`config.mk`:
```
export PLATFORM = sky130hd
export DESIGN_NAME = iterative_divider
export DESIGN_NICKNAME = d
export VERILOG_FILES = /design/src/rtl/iterative_divider.sv
export SDC_FILE = /design/constraint.sdc
export NUM_CORES = 1
export LEC_CHECK = 0
export ABC_AREA = 1
export BUFFER_PORTS_ARGS = -buffer_cell sky130_fd_sc_hd__buf_2
export CAP_MARGIN = 40
export CELL_PAD_IN_SITES_DETAIL_PLACEMENT = 2
export CELL_PAD_IN_SITES_GLOBAL_PLACEMENT = 2
export CORE_ASPECT_RATIO = 0.75
export CORE_MARGIN = 2
export CORE_UTILIZATION = 36
export CTS_CLUSTER_SIZE = 30
export DETAILED_ROUTE_END_ITERATION = 6
export GPL_TIMING_DRIVEN = 0
export PLACE_DENSITY = 0.92
export REMOVE_ABC_BUFFERS = 1
export SLEW_MARGIN = 10
export SYNTH_ARGS = -nofsm -noshare
export SYNTH_HDL_FRONTEND = slang
export SYNTH_SLANG_ARGS = --single-unit
export TNS_END_PERCENT = 30
```
`constraint.sdc`:
```
create_clock -name clock -period 7.41 [get_ports clock]
set_input_delay 0.741 -clock clock [delete_from_list [all_inputs] [get_ports clock]]
set_output_delay 0.741 -clock clock [all_outputs]
set_load 0.05 [all_outputs]
```
`src/rtl/iterative_divider.sv`:
```
// -----------------------------------------------------------------------------
// iterative_divider
//   Multi-cycle restoring shift-and-subtract divider for UDIV/SDIV.
//   One quotient bit is produced per cycle. Signed operands are reduced to
//   magnitudes up front, and the signs are re-applied in a single fix-up cycle.
//
// Ports
//   clock        rising-edge clock
//   reset_n      asynchronous active-low reset
//   start        one-cycle request, honoured only when idle
//   is_signed    1 = SDIV (two's complement), 0 = UDIV
//   dividend     numerator, sampled with start
//   divisor      denominator, sampled with start
//   busy         high while a division is in progress (RUN and FIX)
//   done         one-cycle pulse when the results become valid
//   quotient     result quotient, held until the next completion
//   remainder    result remainder, held until the next completion
//   div_by_zero  set when the last completed operation had a zero divisor
// -----------------------------------------------------------------------------
module iterative_divider #(
  parameter int N  = 64,
  parameter int CW = 7
) (
  input  logic         clock,
  input  logic         reset_n,
  input  logic         start,
  input  logic         is_signed,
  input  logic [N-1:0] dividend,
  input  logic [N-1:0] divisor,
  output logic         busy,
  output logic         done,
  output logic [N-1:0] quotient,
  output logic [N-1:0] remainder,
  output logic         div_by_zero
);

  typedef enum logic [1:0] {
    S_IDLE = 2'd0,
    S_RUN  = 2'd1,
    S_FIX  = 2'd2,
    S_DONE = 2'd3
  } state_t;

  // Two's complement negation; the most-negative value maps onto itself,
  // which is what makes most-negative / -1 come out as most-negative.
  function automatic logic [N-1:0] f_neg(input logic [N-1:0] x);
    f_neg = ~x + 1'b1;
  endfunction

  function automatic logic [N-1:0] f_mag(input logic [N-1:0] x, input logic sgn);
    f_mag = (sgn && x[N-1]) ? f_neg(x) : x;
  endfunction

  state_t         r_state;
  logic [CW-1:0]  r_cnt;
  logic           r_busy;
  logic           r_done;
  logic           r_dbz;
  logic [N-1:0]   r_quot;
  logic [N-1:0]   r_remd;

  logic [N-1:0]   r_rem;
  logic [N-1:0]   r_q;
  logic [N-1:0]   r_dvsr;
  logic           r_sign_q;
  logic           r_sign_r;

  logic [N:0]     w_shift;
  logic           w_ge;
  logic [N-1:0]   w_trial;
  logic           w_divz;
  logic           w_accept;

  // The shifted partial remainder needs N+1 bits because an unsigned divisor
  // may use the full N bits. When it is not smaller than the divisor the
  // difference always fits back into N bits.
  assign w_shift  = {r_rem, r_q[N-1]};
  assign w_ge     = (w_shift >= {1'b0, r_dvsr});
  assign w_trial  = w_shift[N-1:0] - r_dvsr;
  assign w_divz   = (divisor == '0);
  assign w_accept = (r_state == S_IDLE) && start;

  // Control and architecturally visible results
  always_ff @(posedge clock or negedge reset_n) begin
    if (!reset_n) begin
      r_state <= S_IDLE;
      r_cnt   <= '0;
      r_busy  <= 1'b0;
      r_done  <= 1'b0;
      r_dbz   <= 1'b0;
      r_quot  <= '0;
      r_remd  <= '0;
    end else begin
      case (r_state)
        S_IDLE: begin
          r_done <= 1'b0;
          if (start) begin
            if (w_divz) begin
              // Divide-by-zero completes immediately with ARMv8 results.
              r_quot  <= '0;
              r_remd  <= dividend;
              r_dbz   <= 1'b1;
              r_done  <= 1'b1;
              r_state <= S_DONE;
            end else begin
              r_cnt   <= CW'(N);
              r_busy  <= 1'b1;
              r_state <= S_RUN;
            end
          end
        end
        S_RUN: begin
          r_cnt <= r_cnt - 1'b1;
          if (r_cnt == CW'(1)) begin
            r_state <= S_FIX;
          end
        end
        S_FIX: begin
          r_quot  <= r_sign_q ? f_neg(r_q)   : r_q;
          r_remd  <= r_sign_r ? f_neg(r_rem) : r_rem;
          r_dbz   <= 1'b0;
          r_busy  <= 1'b0;
          r_done  <= 1'b1;
          r_state <= S_DONE;
        end
        S_DONE: begin
          r_done  <= 1'b0;
          r_state <= S_IDLE;
        end
        default: begin
          r_state <= S_IDLE;
        end
      endcase
    end
  end

  // Iteration datapath: only meaningful between an accepted start and FIX
  always_ff @(posedge clock) begin
    if (w_accept && !w_divz) begin
      r_rem    <= '0;
      r_q      <= f_mag(dividend, is_signed);
      r_dvsr   <= f_mag(divisor, is_signed);
      r_sign_q <= is_signed & (dividend[N-1] ^ divisor[N-1]);
      r_sign_r <= is_signed & dividend[N-1];
    end else if (r_state == S_RUN) begin
      r_rem <= w_ge ? w_trial : w_shift[N-1:0];
      r_q   <= {r_q[N-2:0], w_ge};
    end
  end

  assign busy        = r_busy;
  assign done        = r_done;
  assign quotient    = r_quot;
  assign remainder   = r_remd;
  assign div_by_zero = r_dbz;

endmodule

```
==> results.txt <==
Status: complete, no violations
Max stage delay cell, worst path: nor2_4
Final Cycle Share: 70.4%
Yosys cell types: 53
Nature of the critical path endpoint: register
Mean area per synthesized cell: 6.33 um^2
Post-DR vias/cell: 5.68
Worst-path cell chain: buf_2 > inv_1 > nand4_1 > nor2_1 > nand2_1 > nor2_1 > nand2_1 > nand3_4 > inv_6 > buf_16 > nor2_4 > inv_4 > buf_16
VDD IR max: 395 uV
Floorplan core area: 0.0751 mm^2
CTS root buf: clkbuf_16
Row cnt: 87
Crit Path Category: in -> reg
Clk sinks: 334
Worst EP required: 7.69 ns
Synth Instances: 4304
Non-Filler Instances: 5537
DPL Wire Length: 111 mm
Nature of the critical path startpoint: input port
Initial core utilization: 36.3%
Clock-pin slew on the worst setup and hold paths: 0.06 ns
Clock Latency Late Sink: 0.63 ns
Slew @ Worst Pin: 0.928 ns
Post-Route Setup TNS: 0 ns
Post-synthesis instance area: 0.0273 mm^2
Skew final: 0.0183 ns
Worst stage delay on the critical path: 0.76 ns
CTS resizes: 0
Vias in the first global route: 33.2k
Register area share after synthesis: 31.9%
First-pass GRT wire length: 209 mm
Antenna violations before repair: 8
Average wire per standard cell: 25.3 um
Fin. Hold Viols: 0
PortBufs: 262
DR vias: 31.4k
Cell taking the most area after synthesis: nand2_1
DR iter-0 viols: 2986
Crit Path Max Fanout: 76
Die area: 0.0780 mm^2
Tot Pwr: 11.2 mW
WL final: 140 mm
Synth top area share: 19.2%
RSZ-0062 raised after global routing: false
Maxcap violations: 0
GR Util All Layers: 35.2%
Crit path time final: 5.21 ns
Synth area leaders: nand2_1 (19%), edfxtp_1 (14%), dfrtp_1 (13%), inv_1 (8.5%), nand3_1 (7.7%)
Hold/Removal Path Class: in -> async
Utilization after layout: 41.6%
Layout cells sized above 1: 9.03%
Ys Warns: 0
CTS Buffer Depth: 3
Max_slew headroom: 38.0%
Finish-stage setup viols: 0
Placed cells: 5455
Ys flop type: dfrtp_1
Max-slew violation count: 0
Layout net count: 4729
Async S/R FF share, synth: 41.9%
Drt pass-1 iters: 5
Hold_buf cts: 0
DIE HEIGHT: 242 um
CTS tree: done
P&R area growth vs syn: 14.7%
PwrDens: 357 mW/mm^2
Synthesis-stage register bit count: 334
Grt ovf: 0
Setup bufs post-CTS: 0
IO Count: 263
DRC: 0
Leak: 16.0 nW
Die W: 322 um
Peak Freq: 192 MHz
H-Tree Depth: 2
Post-synth EDFFs: 130
Largest net degree at the start of global routing: 122
CTS Buf Count: 41
RD Place Congestion: 0.951
Critical path arrival: 5.49 ns
Post-route ant nets: 0
[per-layer routing]
metal | track usage, % | vias to the layer above | share of wire (%) | routed length (um)
li1 | - | 14100 | - | -
met2 | 56.6 | 1148 | 45 | 63200
met4 | 8.14 | 0 | 2.3 | 3170
met5 | 0 | - | 0 | 0
met3 | 5.78 | 177 | 7.4 | 10400
met1 | 49.2 | 16000 | 45 | 63100
[cell type report]
type / count / area (um^2)
Sequential cell: 334 / 8690
Inverter: 626 / 2360
Fill cell: 9351 / 43800
Timing Repair Buffer: 287 / 1790
Antenna cell: 4 / 10.0
Tap cell: 979 / 1220
Multi-Input combinational cell: 3231 / 15800
Clock inverter: 24 / 323
Clock buffer: 52 / 1120
[power by group]
part | switching [mW] | leakage (nW) | internal, mW
clock | 0.982 | 0.698 | 1.32
sequential | 0.549 | 3.57 | 2.64
combinational | 4.30 | 11.8 | 1.39
[worst paths after layout]
| check | from | endpoint | slack (ns) | depth (start not counted) |
|---|---|---|---|---|
| hold / removal | reset_n | remainder[59] | 0.08 | 1 |
| hold reg to reg | quotient[62] | quotient[62] | 0.49 | 2 |
| setup / recovery | divisor[28] | r_q[7] | 2.20 | 13 |
| min in group clock | divisor[0] | r_dvsr[0] | 0.35 | 1 |
| max in group asynchronous | reset_n | quotient[4] | 6.48 | 2 |
| setup reg to reg | r_dvsr[1] | r_rem[58] | 2.86 | 14 |
[sequential cells by signal, summed over array words and instances, names as in the netlist]
signal / count
busy: 1
quotient: 64
r_sign_q: 1
remainder: 64
r_cnt: 7
r_q: 64
r_state: 2
done: 1
div_by_zero: 1
r_rem: 64
r_dvsr: 64
r_sign_r: 1
[logic make-up after synthesis]
kind of cell,after synthesis,share of synthesized area (%)
AOI/OAI and AO/OA,411,8.16
xor gates and xnor gates,219,7.04
adders and majority gates,76,3.52
buffers and inverters,739,10.5
DFF,334,31.9
muxes,1,0.0413
and+or+nand+nor,2524,38.8
[cell usage in the layout, fill, tap and decap left out, types with 8 or more instances in the layout]
cell type / instances
a21oi_1: 93
nand3_1: 415
buf_16: 9
nor4_1: 17
a31oi_1: 11
a22o_1: 20
xnor2_1: 58
nand4_1: 89
or2_2: 22
clkbuf_16: 42
dfrtp_1: 140
buf_2: 263
nand3b_1: 19
xor2_1: 161
o21ai_0: 220
o21ai_1: 36
edfxtp_1: 130
nor2_1: 477
dfxtp_1: 64
ha_1: 75
nor3_1: 53
nor2_2: 8
nand2_1: 1395
inv_1: 616
[synthesized netlist by cell type (4+ instances only)]
master,count
a21oi_1,93
a22o_1,20
a31oi_1,11
and2_1,4
buf_1,12
buf_2,36
buf_4,7
clkbuf_1,54
dfrtp_1,140
dfxtp_1,64
edfxtp_1,130
ha_1,75
inv_1,617
inv_2,5
nand2_1,1397
nand3_1,417
nand3b_1,19
nand4_1,89
nor2_1,478
nor2_2,9
nor3_1,53
nor3_2,4
nor4_1,18
o211ai_1,5
o21ai_0,220
o21ai_1,36
o21bai_1,6
o31ai_1,6
or2_2,22
xnor2_1,58
xor2_1,161
[through the flow]
stage          setup WS, ns  cell area, um^2  hold slack, ns
2_1_floorplan         0.823            26700           0.445
3_3_place_gp          -3.10            29300           0.460
3_5_place_dp           1.80            29800           0.475
4_1_cts                2.36            31200          0.0959
5_1_grt                1.96            31300           0.120
6_report               2.20            31300          0.0800
[critical path, delay by kind of cell]
kind	cells	cell delay [ns]
AND/OR/NAND/NOR	7	2.81
buffers and inverters	6	1.63
Note: power is estimated with default switching activity, not from simulation.
